### config.mk
export PLATFORM = sky130hd
export DESIGN_NAME = secret_code_gen
export DESIGN_NICKNAME = d
export VERILOG_FILES = /design/src/rtl/codebreak_pkg.sv /design/src/rtl/code_digit_check.sv /design/src/rtl/secret_code_gen.sv
export SDC_FILE = /design/constraint.sdc
export NUM_CORES = 1
export LEC_CHECK = 0
export ABC_AREA = 1
export CAP_MARGIN = 20
export CELL_PAD_IN_SITES_DETAIL_PLACEMENT = 2
export CELL_PAD_IN_SITES_GLOBAL_PLACEMENT = 2
export CORE_ASPECT_RATIO = 1.4
export CORE_MARGIN = 8
export CORE_UTILIZATION = 31
export CTS_CLUSTER_DIAMETER = 200
export DETAILED_ROUTE_END_ITERATION = 12
export PLACE_DENSITY = 0.85
export SLEW_MARGIN = 20
export SYNTH_ARGS = -nofsm -noshare
export SYNTH_HDL_FRONTEND = slang
export SYNTH_SLANG_ARGS = --single-unit
export TNS_END_PERCENT = 1
### constraint.sdc
create_clock -name clk -period 6.23 [get_ports clk]
set_input_delay 1.246 -clock clk [delete_from_list [all_inputs] [get_ports clk]]
set_output_delay 1.246 -clock clk [all_outputs]
set_load 0.01 [all_outputs]
### src/rtl/codebreak_pkg.sv
// Shared CodeBreak types: digit width, FSM states and the fallback code builder.
package codebreak_pkg;

  localparam int unsigned DIGIT_W  = 4;
  localparam int unsigned MAX_DIGS = 4;

  typedef logic [DIGIT_W-1:0] digit_t;

  typedef enum logic [2:0] {
    IDLE,
    REQ,
    WAIT,
    CHECK,
    DONE
  } state_t;

  // Fallback code: digit i holds the value i (0x3210 for four digits).
  function automatic logic [MAX_DIGS*DIGIT_W-1:0] fallback_code(input int unsigned num_digits);
    logic [MAX_DIGS*DIGIT_W-1:0] f;
    f = '0;
    for (int unsigned i = 0; i < MAX_DIGS; i++) begin
      if (i < num_digits) f[i*DIGIT_W +: DIGIT_W] = DIGIT_W'(i);
    end
    return f;
  endfunction

endpackage

### src/rtl/code_digit_check.sv
// Folds raw nibbles into decimal-range digits and flags any repeated digit.
module code_digit_check
  import codebreak_pkg::*;
#(
  parameter int unsigned NUM_DIGITS = 4,
  parameter int unsigned DIGIT_BASE = 10
) (
  input  logic [DIGIT_W*NUM_DIGITS-1:0] i_nibbles,
  output logic [DIGIT_W*NUM_DIGITS-1:0] o_digits,
  output logic                          o_dup
);

  localparam logic [DIGIT_W:0] BASE_W = (DIGIT_W+1)'(DIGIT_BASE);

  digit_t w_digit [NUM_DIGITS];

  // Fold each nibble by subtracting the base at most twice (second pass only matters for tiny bases).
  always_comb begin
    logic [DIGIT_W:0] w_val;
    w_val    = '0;
    o_digits = '0;
    for (int unsigned i = 0; i < NUM_DIGITS; i++) begin
      w_val = {1'b0, i_nibbles[i*DIGIT_W +: DIGIT_W]};
      if (w_val >= BASE_W) w_val = w_val - BASE_W;
      if (w_val >= BASE_W) w_val = w_val - BASE_W;
      w_digit[i] = w_val[DIGIT_W-1:0];
      o_digits[i*DIGIT_W +: DIGIT_W] = w_val[DIGIT_W-1:0];
    end
  end

  // Pairwise compare of folded digits.
  always_comb begin
    o_dup = 1'b0;
    for (int unsigned i = 0; i < NUM_DIGITS; i++) begin
      for (int unsigned j = i + 1; j < NUM_DIGITS; j++) begin
        if (w_digit[i] == w_digit[j]) o_dup = 1'b1;
      end
    end
  end

endmodule

### src/rtl/secret_code_gen.sv
// Draws random codes, rejects repeated digits with bounded retries and latches the secret code.
module secret_code_gen
  import codebreak_pkg::*;
#(
  parameter int unsigned NUM_DIGITS  = 4,
  parameter int unsigned DIGIT_BASE  = 10,
  parameter int unsigned DISTINCT    = 1,
  parameter int unsigned MAX_RETRIES = 15
) (
  input  logic                          clk,
  input  logic                          rst,
  input  logic                          start,
  output logic                          rand_req,
  input  logic [15:0]                   rand_in,
  output logic [DIGIT_W*NUM_DIGITS-1:0] code,
  output logic                          code_valid,
  output logic                          busy,
  output logic                          fallback,
  output logic [3:0]                    retries
);

  localparam int unsigned CODE_W = DIGIT_W * NUM_DIGITS;

  state_t                      r_state;
  logic [CODE_W-1:0]           r_code;
  logic                        r_code_valid;
  logic                        r_rand_req;
  logic                        r_busy;
  logic                        r_fallback;
  logic [3:0]                  r_retries;

  logic [CODE_W-1:0]           w_digits;
  logic                        w_dup;
  logic [MAX_DIGS*DIGIT_W-1:0] w_fb_full;
  logic [CODE_W-1:0]           w_fb;

  assign w_fb_full = fallback_code(NUM_DIGITS);
  assign w_fb      = w_fb_full[CODE_W-1:0];

  code_digit_check #(
    .NUM_DIGITS (NUM_DIGITS),
    .DIGIT_BASE (DIGIT_BASE)
  ) u_check (
    .i_nibbles (rand_in[CODE_W-1:0]),
    .o_digits  (w_digits),
    .o_dup     (w_dup)
  );

  // Control FSM; all outputs are registered alongside the state transition.
  always_ff @(posedge clk) begin
    if (rst) begin
      r_state      <= IDLE;
      r_code       <= '0;
      r_code_valid <= 1'b0;
      r_rand_req   <= 1'b0;
      r_busy       <= 1'b0;
      r_fallback   <= 1'b0;
      r_retries    <= 4'd0;
    end else begin
      r_rand_req <= 1'b0;
      case (r_state)
        IDLE, DONE: begin
          if (start) begin
            r_state      <= REQ;
            r_rand_req   <= 1'b1;
            r_busy       <= 1'b1;
            r_code_valid <= 1'b0;
            r_fallback   <= 1'b0;
            r_retries    <= 4'd0;
          end
        end
        REQ:  r_state <= WAIT;
        WAIT: r_state <= CHECK;
        CHECK: begin
          if ((DISTINCT == 0) || !w_dup) begin
            r_code       <= w_digits;
            r_code_valid <= 1'b1;
            r_busy       <= 1'b0;
            r_state      <= DONE;
          end else if (r_retries < 4'(MAX_RETRIES)) begin
            r_retries  <= r_retries + 4'd1;
            r_rand_req <= 1'b1;
            r_state    <= REQ;
          end else begin
            r_code       <= w_fb;
            r_fallback   <= 1'b1;
            r_code_valid <= 1'b1;
            r_busy       <= 1'b0;
            r_state      <= DONE;
          end
        end
        default: begin
          r_state <= IDLE;
          r_busy  <= 1'b0;
        end
      endcase
    end
  end

  assign rand_req   = r_rand_req;
  assign code       = r_code;
  assign code_valid = r_code_valid;
  assign busy       = r_busy;
  assign fallback   = r_fallback;
  assign retries    = r_retries;

endmodule

==> results.cfg <==
[yosys]
synth-main-ff-cell = dfxtp_1
synth_cells = 418
synth-edff-count = 0
synthAdderAreaFrac = 0.0807
synth_most_common_cell = nand2_1
synth_commonest_cells = 129 x nand2_1, 54 x inv_1, 37 x nor2_1
synth_top_family_by_area = simple AND/OR/NAND/NOR gates
synthXorXnorAreaFrac = 0.0299
synth.area.mux_share = 0
syn_area_um2 = 2640
yosys.area_share.simple = 0.468
yosys-top-cells-area = dfxtp_1 21%, nand2_1 18%, ha_1 8.1%
ys_seq_elements = 27
syn_area_per_cell_um2 = 6.30
ys_warn_count = 0
yosys.area.top_type_share = 0.205
yosysSeqAreaShare = 0.205
ys_async_sr_fraction = 0
synth-compound-area-share = 0.102
yosysUniqueCellTypes = 28
syn-num-nets = 454
synth_largest_area_cell = dfxtp_1

[cells_and_area]
stdcell_count = 561
area_growth_pct = 21.3
fin_util = 0.380
fillers = 1047
multiInputGateArea_um2 = 1790
antenna_cells = 0
final_nets = 493
drive_gt1_frac = 0.173
seq_area_um2 = 541

[clocking]
cts_tree = yes
htreeDepth = 1
clock_latency_ns = 0.26
clock_sinks = 27
ctsLongestPathBuffers = 2
path_clk_slew_ns = 0.07
holdBufCountCts = 0
cts_setup_buffers = 0
cts_buffers = 3
cts_resized = 0
cts-root-buf = clkbuf_16

[route]
wl_per_cell_um = 14.7
vias_per_cell = 4.78
drcViolationCount = 0
num_vias = 2683
routed_wl_mm = 8.26
drtAntennaViolNets = 0
drtIter0Drc = 68
firstDrtPassIters = 3

[floorplan]
die_area_um2 = 11700
die_w_um = 93.9
fp.dieH_um = 125
io_pins = 43
start_util = 0.313
core-area_um2 = 8410
rows = 40

[grt]
antenna_found_initial = 0
grt_overflow_total = 0
grt_max_degree = 24
grt_pass1_wl_mm = 14.5
grt.total_usage = 0.146
grt_pass1_vias = 3066

[place]
dp_cells = 557
dp_slack_ns = 1.35
post-dp-hpwl_mm = 7.22
routabilityCongestion = 0.798
port_buffers = 42

[setup_path]
slowest_stage = clkdlybuf4s50_1
max_stage_delay_ns = 0.56
cp-start-kind = input pin
path_class = input pin to flop
worstSetupEndpointType = flop
required_ns = 6.38
crit_fanout = 15
cp.arrival_ns = 4.75
cpMostUsedCell = nand2_1

[timing]
fmax_mhz = 218
worst_pin_slew_ns = 0.570
relSlewSlack = 0.620
hold_violations = 0
fin_worst_skew_ns = 0.00731
worst_slack_ns = 1.63
drv_slew = 0
rsz0062_at_grt = false
final.min_clock_period_ns = 4.60
fin_crit_sh = 0.738
tns_ns = 0
setup_viol = 0

[hold_path]
hold_class = flop to flop

[outcome]
status = complete, no violations

[power]
power.leakage_uw = 0.00152
max-vdd-ir-drop_mv = 0.236
power_uw = 635
power_density_nw_per_um2 = 199

[flow_run]
cap_viol_max_count = 0
## stage by stage
step / cell area [µm²] / hold WS [ns]
after floorplan: 2640 / 0.431
after global placement: 3120 / 0.449
after global routing: 3200 / 0.482
after detailed placement: 3120 / 0.461
final: 3200 / 0.471
after CTS: 3200 / 0.473
## logic make-up (layout without fill, tap and decap cells)
group	after synthesis	in the layout
AND/OR/NAND/NOR	254	254
XOR/XNOR	9	9
adder cells (fa/ha/maj)	17	17
flip-flops	27	27
AO/OA/AOI/OAI	41	41
buffers and inverters	70	108
## sequential cells by signal, indices dropped and copies added, names as in the netlist
| signal | cells |
|---|---|
| code | 16 |
| retries | 4 |
| r_state | 3 |
| busy | 1 |
| code_valid | 1 |
| fallback | 1 |
| rand_req | 1 |
## cell usage in the layout, fill, tap and decap left out, drive strengths merged
cell type and count:
nor2 41, or2 3, o21ai 14, buf 1
clkdlybuf4s50 41, dfxtp 27, a21oi 25, nand2 166
nor3 1, a31oi 1, clkbuf 3, xor2 4
nor3b 1, ha 17, inv 62, nand3 40
xnor2 5, nand3b 2, clkinvlp 1, a21boi 1
## where the power goes
part           internal, µW  switching (µW)
Sequential              181            5.18
Combinational           105             194
Clock                  87.3            62.0
Total                   373             262
## final cells by class
type,count,share of cell area
clock inverters,1,0.00235
repair buffers,42,0.130
well taps,105,0.0411
inverters,62,0.0728
flip-flops and latches,27,0.169
multi-input cells,321,0.561
clock buffers,3,0.0235
## critical path: cells and delay by family
family	cells	cell delay, ns
adders and majority gates	3	0.56
buffers and inverters	9	1.26
and+or+nand+nor	17	1.69
## per-layer routing
metal | part of all wire | GRT usage
met3 | 0.020 | 0.00778
met4 | 0.011 | 0.0225
met1 | 0.38 | 0.147
met5 | 0 | 0
met2 | 0.59 | 0.306
## worst paths after layout
kind	start	endpoint	slack, ns	cells after the start
worst max-delay path	rand_in[1]	code[9]	1.63	29
worst min-delay path	code[8]	code[8]	0.47	2
worst max register to register	r_state[0]	code[9]	4.11	9
worst min register to register	code[8]	code[8]	0.47	2
Note: power is estimated with default switching activity, not from simulation.
